File: config.mk
export PLATFORM = sky130hd
export DESIGN_NAME = rf_1p_arb_flat
export DESIGN_NICKNAME = d
export VERILOG_FILES = /design/src/rtl/rf_1p_arb_if.sv /design/src/rtl/rf_1p_arb.sv /design/src/flat_wrapper.sv
export SDC_FILE = /design/constraint.sdc
export NUM_CORES = 1
export LEC_CHECK = 0
export ABC_AREA = 1
export BUFFER_PORTS_ARGS = -buffer_cell sky130_fd_sc_hd__buf_2
export CORE_AREA = 2 2 88 90
export CTS_CLUSTER_SIZE = 14
export DETAILED_ROUTE_END_ITERATION = 16
export DIE_AREA = 0 0 90 92
export PLACE_DENSITY = 0.75
export SLEW_MARGIN = 0
export SYNTH_ARGS = -nofsm -noshare
export SYNTH_HDL_FRONTEND = slang
export SYNTH_SLANG_ARGS = --single-unit
File: constraint.sdc
create_clock -name clk -period 0.8 [get_ports clk]
set_input_delay 0.08 -clock clk [delete_from_list [all_inputs] [get_ports clk]]
set_output_delay 0.08 -clock clk [all_outputs]
set_load 0.01 [all_outputs]
File: src/rtl/rf_1p_arb_if.sv
// Bundle of requester A/B handshakes and single-port RF pins for rf_1p_arb.
// master = requesters plus RF model side, slave = the arbiter.
interface rf_1p_arb_if #(
  parameter int Word_Width = 32,
  parameter int Addr_Width = 8
);
  logic                  a_req_i;
  logic                  a_wen_i;
  logic [Addr_Width-1:0] a_addr_i;
  logic [Word_Width-1:0] a_data_i;
  logic                  a_ack_o;
  logic                  a_rvalid_o;
  logic [Word_Width-1:0] a_rdata_o;

  logic                  b_req_i;
  logic                  b_wen_i;
  logic [Addr_Width-1:0] b_addr_i;
  logic [Word_Width-1:0] b_data_i;
  logic                  b_ack_o;
  logic                  b_rvalid_o;
  logic [Word_Width-1:0] b_rdata_o;

  logic                  rf_cen_o;
  logic                  rf_wen_o;
  logic [Addr_Width-1:0] rf_addr_o;
  logic [Word_Width-1:0] rf_data_o;
  logic [Word_Width-1:0] rf_data_i;

  modport slave (
    input  a_req_i, a_wen_i, a_addr_i, a_data_i,
    output a_ack_o, a_rvalid_o, a_rdata_o,
    input  b_req_i, b_wen_i, b_addr_i, b_data_i,
    output b_ack_o, b_rvalid_o, b_rdata_o,
    output rf_cen_o, rf_wen_o, rf_addr_o, rf_data_o,
    input  rf_data_i
  );

  modport master (
    output a_req_i, a_wen_i, a_addr_i, a_data_i,
    input  a_ack_o, a_rvalid_o, a_rdata_o,
    output b_req_i, b_wen_i, b_addr_i, b_data_i,
    input  b_ack_o, b_rvalid_o, b_rdata_o,
    input  rf_cen_o, rf_wen_o, rf_addr_o, rf_data_o,
    output rf_data_i
  );
endinterface

File: src/rtl/rf_1p_arb.sv
// Two-requester arbiter/sequencer for a single-port RF with one-cycle registered read.
// Macro RF_ARB_RR_EN selects round-robin tie-break; undefined gives A fixed priority.
module rf_1p_arb #(
  parameter int Word_Width = 32,
  parameter int Addr_Width = 8
) (
  input  logic       clk,
  input  logic       rst_n,
  rf_1p_arb_if.slave bus
);

`ifdef RF_ARB_RR_EN
  localparam bit RrEn = 1'b1;
`else
  localparam bit RrEn = 1'b0;
`endif

  logic                  r_last_b;
  logic                  r_cen;
  logic                  r_wen;
  logic [Addr_Width-1:0] r_addr;
  logic [Word_Width-1:0] r_data;
  logic                  r_s1_vld;
  logic                  r_s1_own;
  logic                  r_s2_vld;
  logic                  r_s2_own;

  logic                  w_tie_b;
  logic                  w_gnt_a;
  logic                  w_gnt_b;
  logic                  w_gnt;
  logic                  w_sel_wen;
  logic [Addr_Width-1:0] w_sel_addr;
  logic [Word_Width-1:0] w_sel_data;

  // Tie goes to B only in round-robin mode and only if A was served last.
  assign w_tie_b = RrEn & ~r_last_b;

  always_comb begin
    w_gnt_a = 1'b0;
    w_gnt_b = 1'b0;
    if (rst_n) begin
      if (bus.a_req_i && bus.b_req_i) begin
        w_gnt_b = w_tie_b;
        w_gnt_a = ~w_tie_b;
      end else begin
        w_gnt_a = bus.a_req_i;
        w_gnt_b = bus.b_req_i;
      end
    end
  end

  assign w_gnt      = w_gnt_a | w_gnt_b;
  assign w_sel_wen  = w_gnt_b ? bus.b_wen_i  : bus.a_wen_i;
  assign w_sel_addr = w_gnt_b ? bus.b_addr_i : bus.a_addr_i;
  assign w_sel_data = w_gnt_b ? bus.b_data_i : bus.a_data_i;

  always_ff @(posedge clk or negedge rst_n) begin
    if (!rst_n) begin
      r_last_b <= 1'b1;
      r_cen    <= 1'b1;
      r_wen    <= 1'b1;
      r_addr   <= '0;
      r_data   <= '0;
    end else begin
      r_cen <= ~w_gnt;
      r_wen <= w_gnt ? w_sel_wen : 1'b1;
      if (w_gnt) begin
        r_addr   <= w_sel_addr;
        r_data   <= w_sel_data;
        r_last_b <= w_gnt_b;
      end
    end
  end

  // Read-return pipe: stage 1 mirrors the RF command cycle, stage 2 the data cycle.
  always_ff @(posedge clk or negedge rst_n) begin
    if (!rst_n) begin
      r_s1_vld <= 1'b0;
      r_s1_own <= 1'b0;
      r_s2_vld <= 1'b0;
      r_s2_own <= 1'b0;
    end else begin
      r_s1_vld <= w_gnt & w_sel_wen;
      r_s1_own <= w_gnt_b;
      r_s2_vld <= r_s1_vld;
      r_s2_own <= r_s1_own;
    end
  end

  assign bus.a_ack_o    = w_gnt_a;
  assign bus.b_ack_o    = w_gnt_b;
  assign bus.a_rvalid_o = r_s2_vld & ~r_s2_own;
  assign bus.b_rvalid_o = r_s2_vld &  r_s2_own;
  assign bus.a_rdata_o  = bus.rf_data_i;
  assign bus.b_rdata_o  = bus.rf_data_i;

  assign bus.rf_cen_o  = r_cen;
  assign bus.rf_wen_o  = r_wen;
  assign bus.rf_addr_o = r_addr;
  assign bus.rf_data_o = r_data;

endmodule

File: src/flat_wrapper.sv
// flat-port wrapper written by rule: the top's interface ports become plain ports
module rf_1p_arb_flat 
#(
  parameter int Word_Width = 32,
  parameter int Addr_Width = 8
)
  (clk, rst_n, bus_a_req_i, bus_a_wen_i, bus_a_addr_i, bus_a_data_i, bus_a_ack_o, bus_a_rvalid_o, bus_a_rdata_o, bus_b_req_i, bus_b_wen_i, bus_b_addr_i, bus_b_data_i, bus_b_ack_o, bus_b_rvalid_o, bus_b_rdata_o, bus_rf_cen_o, bus_rf_wen_o, bus_rf_addr_o, bus_rf_data_o, bus_rf_data_i);
  rf_1p_arb_if #(.Word_Width(Word_Width), .Addr_Width(Addr_Width)) bus_i ();
  input  logic clk;
  input  logic rst_n;
  input wire logic [$bits(bus_i.a_req_i)-1:0] bus_a_req_i;
  input wire logic [$bits(bus_i.a_wen_i)-1:0] bus_a_wen_i;
  input wire logic [$bits(bus_i.a_addr_i)-1:0] bus_a_addr_i;
  input wire logic [$bits(bus_i.a_data_i)-1:0] bus_a_data_i;
  output wire logic [$bits(bus_i.a_ack_o)-1:0] bus_a_ack_o;
  output wire logic [$bits(bus_i.a_rvalid_o)-1:0] bus_a_rvalid_o;
  output wire logic [$bits(bus_i.a_rdata_o)-1:0] bus_a_rdata_o;
  input wire logic [$bits(bus_i.b_req_i)-1:0] bus_b_req_i;
  input wire logic [$bits(bus_i.b_wen_i)-1:0] bus_b_wen_i;
  input wire logic [$bits(bus_i.b_addr_i)-1:0] bus_b_addr_i;
  input wire logic [$bits(bus_i.b_data_i)-1:0] bus_b_data_i;
  output wire logic [$bits(bus_i.b_ack_o)-1:0] bus_b_ack_o;
  output wire logic [$bits(bus_i.b_rvalid_o)-1:0] bus_b_rvalid_o;
  output wire logic [$bits(bus_i.b_rdata_o)-1:0] bus_b_rdata_o;
  output wire logic [$bits(bus_i.rf_cen_o)-1:0] bus_rf_cen_o;
  output wire logic [$bits(bus_i.rf_wen_o)-1:0] bus_rf_wen_o;
  output wire logic [$bits(bus_i.rf_addr_o)-1:0] bus_rf_addr_o;
  output wire logic [$bits(bus_i.rf_data_o)-1:0] bus_rf_data_o;
  input wire logic [$bits(bus_i.rf_data_i)-1:0] bus_rf_data_i;
  assign bus_i.a_req_i = bus_a_req_i;
  assign bus_i.a_wen_i = bus_a_wen_i;
  assign bus_i.a_addr_i = bus_a_addr_i;
  assign bus_i.a_data_i = bus_a_data_i;
  assign bus_a_ack_o = bus_i.a_ack_o;
  assign bus_a_rvalid_o = bus_i.a_rvalid_o;
  assign bus_a_rdata_o = bus_i.a_rdata_o;
  assign bus_i.b_req_i = bus_b_req_i;
  assign bus_i.b_wen_i = bus_b_wen_i;
  assign bus_i.b_addr_i = bus_b_addr_i;
  assign bus_i.b_data_i = bus_b_data_i;
  assign bus_b_ack_o = bus_i.b_ack_o;
  assign bus_b_rvalid_o = bus_i.b_rvalid_o;
  assign bus_b_rdata_o = bus_i.b_rdata_o;
  assign bus_rf_cen_o = bus_i.rf_cen_o;
  assign bus_rf_wen_o = bus_i.rf_wen_o;
  assign bus_rf_addr_o = bus_i.rf_addr_o;
  assign bus_rf_data_o = bus_i.rf_data_o;
  assign bus_i.rf_data_i = bus_rf_data_i;
  rf_1p_arb #(.Word_Width(Word_Width), .Addr_Width(Addr_Width)) u_core (.clk(clk), .rst_n(rst_n), .bus(bus_i));
endmodule
# Word level (Yosys, flattened, before mapping)
# Index checks and enable logic that the tools add are counted.
# totals
latchBits,0
output_inout_bits,110
memories,0
input_bits,118
rom_bits,0
ff_bits,46
ramBits,0
# classes
n_shift,0
n_mul,0
n_div,0
n_addsub,0
n_reduce_logical,1
order_cmp,0
n_mux,8
n_eq_ne,0
n_bitwise,6
# op_table
operator,n
32-bit two-way mux,1
8-bit two-way mux,1
1-bit two-way mux,6
1-bit AND,3
1-bit NOT,2
1-bit logical AND,1
1-bit bitwise OR,1

# Depth between registers and ports, before layout
# depth
ltp_word,5
ltp_mapped,5

# Least setup slack after synthesis
# No wires, ideal clock.
# synth_timing
path_kind,input-to-reg
start,in rst_n
end,"reg u_core.r_addr[3], in the netlist u_core.bus.rf_addr_o[3]"
arrival_ns,0.657
path_slack_ns,0.074
t_required_ns,0.731
path_stages,4
cell_sequence,nand2_1 clkbuf_1 nand3_1 nand3_1
# synth_via
elab_chain_len,2
# synth_lines
element,line_no,rtl
"start, declared",flat_wrapper.sv:10,input logic rst_n;
1-bit two-way mux,rf_1p_arb.sv:42,if (rst_n) begin
8-bit two-way mux / 1-bit bitwise OR (equally long branches),"rf_1p_arb.sv:55, rf_1p_arb.sv:53",
"end signal, assigned",rf_1p_arb.sv:69,r_addr <= w_sel_addr;
"end, declared",rf_1p_arb.sv:21,logic [Addr_Width-1:0] r_addr;
# Several ways; a longest one is shown, not always the timed one.
# A chain may end at the register's enable or synchronous reset.

# Final worst setup path
# layout_timing
start,"reg u_core.r_wen, in the netlist u_core.bus.rf_wen_o"
end,out bus_rf_wen_o
# layout_rtl
element,line_no,rtl
"start, declared",rf_1p_arb.sv:20,logic r_wen;
"start signal, assigned",rf_1p_arb.sv:67,r_wen <= w_gnt ? w_sel_wen : 1'b1;
"end, declared",flat_wrapper.sv:26,output wire logic [$bits(bus_i.rf_wen_o)-1:0] bus_rf_wen_o;
# No word-level cell between the ends.

==> results by group <==
Outcome
  – Status: finished with violations
  – Failing checks: negative hold slack, negative setup slack

Clocking
  – CTS Buf Count: 5
  – CTS sink count: 46
  – Clock Pin Slew Worst Setup and Hold Paths: 0.08 ns
  – Root Buffer: clkbuf_8
  – CTS tree: yes
  – Clock buffer depth: 2
  – Clock Latency Late Sink: 0.29 ns
  – H-tree depth: 2

STA
  – Unrepaired setup endpoints after global routing: true
  – Tmin final: 1.004 ns
  – Clock Skew: 0.001140 ns
  – Setup_tns: -4.984 ns
  – PnR worst setup slack: -0.2042 ns
  – Highest clock rate: 0.9958 GHz
  – Slew headroom: 0.8192
  – Final setup violation count: 46
  – Final period utilization: 1.255
  – Worst hold slack: -0.001146 ns
  – Final Max Tran Viols: 0
  – Final hold vios: 1
  – Slew @ Worst Pin: 0.2711 ns

Final layout
  – Final core occ: 0.4998
  – Layout cells sized above 1: 0.4414
  – # fillers: 754
  – Nets@finish: 561
  – Ant. Diodes: 0
  – Area Growth Syn to Fin: 49.42%

Floorplan
  – Die width: 90 um
  – Starting density of the core: 0.3345
  – Die height: 92 um
  – CORE AREA: 7447 um^2
  – Top Ports: 228
  – Rows: 32
  – Die area: 8280 um^2

Logic synthesis
  – Ys Warns: 0
  – Post-synth cell types: 13
  – Area contributors post-synth: dfrtp_1 (44%), buf_4 (19%), nand3_1 (16%), nand2_1 (13%), buf_2 (2.2%)
  – Top-count cell post-synth: nand2_1
  – Commonest cells post-synth: nand2_1 (86), nand3_1 (81), buf_4 (64), dfrtp_1 (44), buf_2 (11)
  – Syn Inst Count: 305
  – Post-synth top area share: 0.4420
  – Post-synth top flop: dfrtp_1
  – Cell taking the most area after synthesis: dfrtp_1
  – Avg Inst Size Synth: 8.168 um^2
  – Post-synth EDFFs: 0
  – Seq cells post-synth: 46
  – Cell Area, Synth: 2491 um^2
  – Seq/Total Area, Yosys: 0.4631
  – Syn nets: 423
  – Async set-or-reset flop fraction in the synthesized netlist: 1.000

Critical path
  – CP Data Required Time: 0.72 ns
  – WS Path Type: flop to output port
  – Buffer and inverter count on the worst path: 1
  – Startpoint Class: flop
  – Critical path's slowest cell: dfstp_2
  – Flop2flop setup slack: -0.04 ns
  – CP top delay family: flip-flops
  – Critical path, cell by cell: buf_6
  – Crit. End Element: output port
  – Max incr delay on CP: 0.54 ns
  – CP Max Fanout: 1
  – Worst Path Arrival: 0.92 ns

Place
  – DP HPWL: 5.151 mm
  – Final GP Congestion: 0.7797
  – Count of input and output buffers: 131

Global route
  – First-pass GRT wire length: 11.52 mm
  – Largest net degree at the start of global routing: 26
  – Initial antenna violation count: 0
  – GRT Total Usage: 0.1745
  – Overflow after GRT: 0
  – Vias in the first global route: 2405

Detailed routing
  – Drt initial violations: 112
  – Pre-antenna DRT Iters: 5
  – DRC Markers: 0
  – WL/cell: 13.92 um
  – Antenna-violating nets left: 0
  – Final WL: 7.602 mm
  – Vias per cell: 4.663
  – DR vias: 2546

Pwr
  – Max VDD drop: 0.7096 mV
  – PwrDens: 1634 nW/um^2
  – Total power draw: 6.081 mW
  – Leakage power: 1.997 nW

Flow run
  – Max Cap Viol: 0

Min path
  – Worst Hold Class: input pin to flop
-- cell families after synthesis --
family / count (synthesis) / share of synthesized area
and+or+nand+nor: 172 / 0.3039
buffers and inverters: 87 / 0.2330
DFF: 46 / 0.4631
-- worst reg2reg max path, stage by stage, from the launching register on --
cell and delay [ns]:
dfrtp_1 0.38, buf_4 0.13, buf_6 0.10, nand3_2 0.07
nand3_2 0.05
-- placed cells by master (no fill, tap or decap) --
cell type	instances
inv_1	6
dlygate4sd3_1	44
nand2_2	2
dfstp_2	2
dfrtp_1	44
nand2_1	85
buf_6	15
buf_2	122
nand3_2	15
nand3_1	66
nor2_1	3
clkbuf_8	8
nor2_4	1
buf_4	28
inv_2	1
buf_12	2
-- what timing repair did --
item,CTS,global route
hold buffers,41,3
pin swaps,3,15
endpoints found under the setup margin,46,52
gates resized for setup,9,24
endpoints found under the hold margin,76,3
buffers inserted,10,11
-- path summary, 6_finish.rpt --
check,endpoint,start,cells after the start
max,bus_rf_wen_o,u_core.bus.rf_wen_o$_DFF_PN1_,1
min,u_core.bus.rf_data_o[15]$_DFFE_PN0P_,bus_b_data_i[15],3
max reg2reg,u_core.bus.rf_addr_o[4]$_DFFE_PN0P_,u_core.bus.rf_addr_o[4]$_DFFE_PN0P_,4
min reg2reg,u_core.r_s2_own$_DFF_PN0_,u_core.r_s1_own$_DFF_PN0_,0
max in group asynchronous,u_core.bus.rf_data_o[16]$_DFFE_PN0P_,rst_n,4
min in group asynchronous,u_core.bus.rf_data_o[7]$_DFFE_PN0P_,rst_n,3
-- layer usage --
metal,part of all wire,up-vias,GRT usage
met5,0,-,0
met4,0.041,0,0.08590
met3,0.084,45,0.05505
met2,0.48,126,0.2901
met1,0.39,1186,0.2044
li1,-,1189,-
-- flip-flops by register name (all words and copies together), names as in the netlist --
name	cells
u_core.r_s2_own	1
u_core.bus.rf_data_o	32
u_core.bus.rf_wen_o	1
u_core.r_s1_vld	1
u_core.r_s2_vld	1
u_core.bus.rf_addr_o	8
u_core.r_s1_own	1
u_core.bus.rf_cen_o	1
-- stage by stage --
stage | instance area [um^2] | hold slack (ns) | setup WS (ns) | instances
final | 3722 | -0.001146 | -0.2042 | 546
after global routing | 3722 | 0.0007317 | -0.2417 | 546
after floorplan | 2491 | -0.2156 | 0.07409 | 305
after CTS | 3505 | 0.00002939 | -0.2099 | 533
after detailed placement | 2865 | 0.1361 | -0.1387 | 474
after global placement | 2865 | 0.1275 | -0.08223 | 474
-- cell type report --
type	count	area, um^2	share of cell area
Multi-Input combinational cell	172	834.6	0.2242
Clock buffer	8	110.1	0.02958
Tap cell	102	127.6	0.03429
Inverter	7	26.28	0.007059
Sequential cell	46	1154	0.3099
Timing Repair Buffer	211	1470	0.3950
-- report_power, final --
part           internal, mW  switching (mW)  leakage (nW)  total, mW
Combinational         0.921           0.758          1.36       1.68
Clock                 0.873           0.771        0.0575       1.64
Sequential             2.60           0.161         0.575       2.76
No activity file was read; power rests on OpenSTA's default activity.
